### src/rtl/serial_cmpl_pkg.sv
// Shared types and constants for the bit-serial two's-complement negator.
package serial_cmpl_pkg;

   typedef enum logic [1:0] {
      IDLE   = 2'd0,
      COPY   = 2'd1,
      INVERT = 2'd2
   } cmpl_state_t;

   localparam int CMPL_DEFAULT_WIDTH = 8;

endpackage

### src/rtl/serial_cmpl_cell.sv
// One-bit step of the negator: copy bits until the first one has passed, then invert.
module serial_cmpl_cell
   import serial_cmpl_pkg::*;
(
   input  logic        bit_in,
   input  cmpl_state_t state_in,
   output logic        bit_out,
   output cmpl_state_t state_next
);

   always_comb begin
      bit_out    = (state_in == INVERT) ? ~bit_in : bit_in;
      state_next = state_in;
      // The first one seen while copying is kept as-is; every later bit is inverted.
      if ((state_in == COPY) && bit_in) begin
         state_next = INVERT;
      end
   end

endmodule

### src/rtl/serial_complementor.sv
// Bit-serial two's-complement negator, LSB first, one bit per clock.
// Optional overflow flag output enabled by defining SERIAL_CMPL_OVF_EN.
module serial_complementor
   import serial_cmpl_pkg::*;
#(
   parameter int WIDTH = CMPL_DEFAULT_WIDTH
) (
   input  logic             clk,
   input  logic             rst,
   input  logic             start,
   input  logic [WIDTH-1:0] din,
   output logic             busy,
   output logic             done,
   output logic [WIDTH-1:0] dout
`ifdef SERIAL_CMPL_OVF_EN
   ,
   output logic             ovf
`endif
);

   localparam int CNT_W = $clog2(WIDTH + 1);
   localparam logic [CNT_W-1:0] LAST = CNT_W'(WIDTH - 1);

   cmpl_state_t      state_q, state_d;
   logic [WIDTH-1:0] shift_q, shift_d;
   logic [WIDTH-1:0] result_q, result_d;
   logic [WIDTH-1:0] dout_q, dout_d;
   logic [CNT_W-1:0] count_q, count_d;
   logic             busy_q, busy_d;
   logic             done_q, done_d;
`ifdef SERIAL_CMPL_OVF_EN
   logic             ovf_q, ovf_d;
`endif

   logic             cell_bit;
   cmpl_state_t      cell_state;

   serial_cmpl_cell u_cell (
      .bit_in     (shift_q[0]),
      .state_in   (state_q),
      .bit_out    (cell_bit),
      .state_next (cell_state)
   );

   always_comb begin
      state_d  = state_q;
      shift_d  = shift_q;
      result_d = result_q;
      dout_d   = dout_q;
      count_d  = count_q;
      busy_d   = busy_q;
      done_d   = 1'b0;
`ifdef SERIAL_CMPL_OVF_EN
      ovf_d    = ovf_q;
`endif
      case (state_q)
         IDLE: begin
            if (start) begin
               shift_d  = din;
               result_d = '0;
               count_d  = '0;
               state_d  = COPY;
               busy_d   = 1'b1;
            end
         end
         COPY, INVERT: begin
            // Result fills from the MSB side so bit 0 lands at position 0 after WIDTH steps.
            shift_d  = shift_q >> 1;
            result_d = {cell_bit, result_q[WIDTH-1:1]};
            count_d  = count_q + CNT_W'(1);
            state_d  = cell_state;
            if (count_q == LAST) begin
               state_d = IDLE;
               dout_d  = result_d;
               done_d  = 1'b1;
               busy_d  = 1'b0;
`ifdef SERIAL_CMPL_OVF_EN
               ovf_d   = (state_q == COPY) && shift_q[0];
`endif
            end
         end
         default: begin
            state_d = IDLE;
            busy_d  = 1'b0;
         end
      endcase
   end

   always_ff @(posedge clk or posedge rst) begin
      if (rst) begin
         state_q  <= IDLE;
         shift_q  <= '0;
         result_q <= '0;
         dout_q   <= '0;
         count_q  <= '0;
         busy_q   <= 1'b0;
         done_q   <= 1'b0;
`ifdef SERIAL_CMPL_OVF_EN
         ovf_q    <= 1'b0;
`endif
      end else begin
         state_q  <= state_d;
         shift_q  <= shift_d;
         result_q <= result_d;
         dout_q   <= dout_d;
         count_q  <= count_d;
         busy_q   <= busy_d;
         done_q   <= done_d;
`ifdef SERIAL_CMPL_OVF_EN
         ovf_q    <= ovf_d;
`endif
      end
   end

   assign busy = busy_q;
   assign done = done_q;
   assign dout = dout_q;
`ifdef SERIAL_CMPL_OVF_EN
   assign ovf  = ovf_q;
`endif

endmodule

### config.mk
export PLATFORM = sky130hd
export DESIGN_NAME = serial_complementor
export DESIGN_NICKNAME = d
export VERILOG_FILES = /design/src/rtl/serial_cmpl_pkg.sv /design/src/rtl/serial_cmpl_cell.sv /design/src/rtl/serial_complementor.sv
export SDC_FILE = /design/constraint.sdc
export NUM_CORES = 1
export LEC_CHECK = 0
export CORE_ASPECT_RATIO = 0.75
export CORE_MARGIN = 10
export CORE_UTILIZATION = 53
export DETAILED_ROUTE_END_ITERATION = 7
export HOLD_SLACK_MARGIN = 0.15
export MAX_ROUTING_LAYER = met4
export PLACE_DENSITY = 0.79
export SLEW_MARGIN = 10
export SYNTH_ARGS = -nofsm -noshare
export SYNTH_HDL_FRONTEND = slang
export SYNTH_HIERARCHICAL = 1
export SYNTH_SLANG_ARGS = --single-unit
### constraint.sdc
create_clock -name clk -period 1.9 [get_ports clk]
set_input_delay 0.19 -clock clk [delete_from_list [all_inputs] [get_ports clk]]
set_output_delay 0.19 -clock clk [all_outputs]
set_load 0.05 [all_outputs]
==> results of run 1 <==
repair_timing:
action	4_1_cts	5_1_grt
endpoints found under the hold margin	0	0
resized for setup	0	1
setup endpoints to repair	0	1
per-layer routing:
metal	wire length [um]	up-vias	GRT usage, %	part of all wire [%]
li1	-	524	-	-
met1	1374	544	15.45	45
met2	1478	21	19.98	49
met3	156	3	5.299	5.1
met4	24	0	3.879	0.79
met5	0	-	-	0
through the flow:
| step | power, mW | hold WS [ns] | instances |
|---|---|---|---|
| final | 2.401 | 0.2874 | 197 |
| after global routing | 2.570 | 0.3351 | 197 |
| after CTS | 2.423 | 0.2908 | 197 |
| after detailed placement | 1.840 | 0.4942 | 189 |
| after global placement | 1.800 | 0.4848 | 189 |
| after floorplan | 1.616 | 0.2935 | 135 |
power by group:
group,internal (mW),switching [mW]
sequential,0.819,0.120
combinational,0.392,0.502
clock,0.330,0.239
total,1.54,0.861
worst min-delay path: stages:
cell	delay (ns)
clkdlybuf4s50_1	0.40
inv_1	0.05
buf_4	0.35
cell usage after synthesis (all sizes together):
library cell	instances
o21ai	35
dfrtp	31
nand2	13
mux2	8
mux2i	7
buf	5
inv	5
clkbuf	4
nand2b	4
ha	3
nand3	3
o31ai	3
a21boi	2
nor2b	2
a211o	1
a21oi	1
a2bb2oi	1
and3	1
nand3b	1
nand4b	1
nor4	1
o21ba	1
or2	1
xnor2	1
logic make-up after synthesis:
| kind of cell | Yosys count | share of synthesized area (%) |
|---|---|---|
| AOI/OAI and AO/OA | 44 | 19.13 |
| xor gates and xnor gates | 1 | 0.5849 |
| adders and majority gates | 3 | 2.507 |
| buffers and inverters | 14 | 4.761 |
| DFF | 31 | 51.80 |
| muxes | 15 | 10.69 |
| and+or+nand+nor | 27 | 10.53 |
layout make-up:
class / count / area share [%]
inverters: 5 / 1.018
flip-flops and latches: 31 / 42.09
clock buffers: 8 / 5.431
repair buffers: 27 / 13.71
multi-input cells: 90 / 35.30
well taps: 36 / 2.444
worst paths after layout:
path | startpoint | endpoint | slack [ns] | cells past startpoint
worst max register to register | state_q[1]$_DFFE_PP0P_ | shift_q[6]$_DFFE_PP0P_ | 0.22 | 6
worst min register to register | dout[0]$_DFFE_PP0P_ | dout[0]$_DFFE_PP0P_ | 0.50 | 1
max in group asynchronous | rst | dout[6]$_DFFE_PP0P_ | 1.33 | 3
min in group clk | din[7] | shift_q[7]$_DFFE_PP0P_ | 0.47 | 3
worst max-delay path | state_q[1]$_DFFE_PP0P_ | shift_q[6]$_DFFE_PP0P_ | 0.22 | 6
worst min-delay path | rst | count_q[2]$_DFFE_PP0P_ | 0.29 | 3
state kept, by name (all words and copies together), names as in the netlist:
register,cells
dout,8
shift_q,8
busy,1
count_q,4
result_q,7
done,1
state_q,2
==> impl_metrics.csv, run 1 <==
group,metric,value,unit
sta,skew,0.006792,ns
clocking,cts_tree,"yes",
final_layout,nets,174,
clocking,postCtsSetupBuffers,0,
global_route,grt_overflow_total,0,
floorplanning,die_y,66.04,um
synthesis,synth_cell_types,29,
detailed_routing,finalWirelength,3033,um
power,p_per_area,1303,mW/mm2
min_path,hold_class,"primary input to async pin",
setup_path,path_delay_family,"flip-flops",
setup_path,critical_path_buf_inv_count,2,
run_status,run_status,"complete, no violations",
synthesis,seq_area_frac_synth,51.80,%
detailed_routing,dr.pass1.iters,4,
sta,relSlewSlack,65.65,%
sta,setup_viol,0,
sta,finalCritPeriodShare,88.64,%
clocking,insertion_delay,0.28,ns
floorplanning,die_area,0.005374,mm2
synthesis,yosys_warnings,6,
final_layout,mostFrequentLayoutCells,"31 x dfrtp_1, 25 x o21ai_0, 20 x clkdlybuf4s50_1",
synthesis,syn_inst,135,
sta,tightest_slew,0.5137,ns
power,leakagePower,0.8722,nW
setup_path,crit_path_max_incr_delay,0.48,ns
placed_design,placed_area,0.001743,mm2
final_layout,mostFrequentLayoutCell,"dfrtp_1",
clocking,clkTransAtPathRegs,0.07,ns
sta,fmax,593.8,MHz
clocking,cts.sinks,31,
clocking,root_buffer,"clkbuf_8",
run,cap_violations,0,
placed_design,dp_slack,0.1824,ns
detailed_routing,avgRoutedWirePerCell,15.40,um
detailed_routing,drcViolationCount,0,
setup_path,crit_arrival,1.89,ns
synthesis,synth_top_area_share,51.80,%
floorplanning,fp.dieW,81.38,um
final_layout,drive_above_1_share,22.98,%
sta,drv_slew,0,
final_layout,antenna_cells,0,
setup_path,crit_type,"flop to flop",
placed_design,numPortBuffers,20,
final_layout,postLayoutCoreUtil,69.22,%
global_route,track_usage,13.07,%
sta,tns,0,ns
clocking,htreeDepth,2,
synthesis,avgSynthCellArea,11.09,um2
final_layout,regArea,775.7,um2
setup_path,cpMaxStageDelayCell,"dfrtp_1",
final_layout,final_area,0.001843,mm2
synthesis,netlist_area,0.001498,mm2
final_layout,area_delta_synth_final,23.06,%
synthesis,synth_nets,149,
clocking,cts_buffer_depth,2,
global_route,grt_pass1_wl,5313,um
global_route,grt_pass1_vias,1105,
synthesis,synth-seq-cells,31,
detailed_routing,vias,1092,
floorplanning,ios,21,
sta,fin_ws,0.2159,ns
global_route,antenna_found_initial,0,
placed_design,place_congestion,0.7408,
setup_path,critical_path.startpoint_type,"flop",
global_route,grt_start_max_net_pins,32,
setup_path,cp_cell_sequence,"inv_1, ha_1, nor2b_4, or2_1, buf_4, o21ai_0",
floorplanning,rows,16,
synthesis,yosys.area.top_type,"dfrtp_1",
detailed_routing,via_per_inst,5.543,
floorplanning,start_util,56.25,%
placed_design,dp_hpwl,2097,um
power,ir_drop,0.6562,mV
setup_path,crit_fanout,14,
clocking,cts_hold_buf,0,
floorplanning,core_area,0.002663,mm2
sta,rsz0062_at_grt,"no",
sta,hold_violations,0,
setup_path,critPathRequiredTime,2.10,ns
detailed_routing,drt_iter0_drc,84,
clocking,cts_buffers,5,
detailed_routing,antenna_left,0,
sta,fin_crit,1.684,ns
final_layout,fillers,223,
final_layout,multi_input_area,650.6,um2
setup_path,end_kind,"flop",
synthesis,ys_top_cells_by_area,"dfrtp_1 52%, o21ai_0 8.4%, mux2_2 6.0%",
No activity file was read; power rests on OpenSTA's default activity.
==> inputs of run 2 (changes only) <==
--- a/config.mk
+++ b/config.mk
@@ -5,6 +5,7 @@
 export SDC_FILE = /design/constraint.sdc
 export NUM_CORES = 1
 export LEC_CHECK = 0
+export CAP_MARGIN = 20
 export CORE_ASPECT_RATIO = 0.75
 export CORE_MARGIN = 10
 export CORE_UTILIZATION = 53
@@ -12,7 +13,6 @@
 export HOLD_SLACK_MARGIN = 0.15
 export MAX_ROUTING_LAYER = met4
 export PLACE_DENSITY = 0.79
-export SLEW_MARGIN = 10
 export SYNTH_ARGS = -nofsm -noshare
 export SYNTH_HDL_FRONTEND = slang
 export SYNTH_HIERARCHICAL = 1
==> results of run 2 <==
Final layout, timing and power as in run 1 (identical DEF).
==> inputs of run 3 (changes only) <==
--- a/config.mk
+++ b/config.mk
@@ -5,7 +5,6 @@
 export SDC_FILE = /design/constraint.sdc
 export NUM_CORES = 1
 export LEC_CHECK = 0
-export CAP_MARGIN = 20
 export CORE_ASPECT_RATIO = 0.75
 export CORE_MARGIN = 10
 export CORE_UTILIZATION = 53
==> results of run 3 <==
Final layout, timing and power as in run 1 (identical DEF).
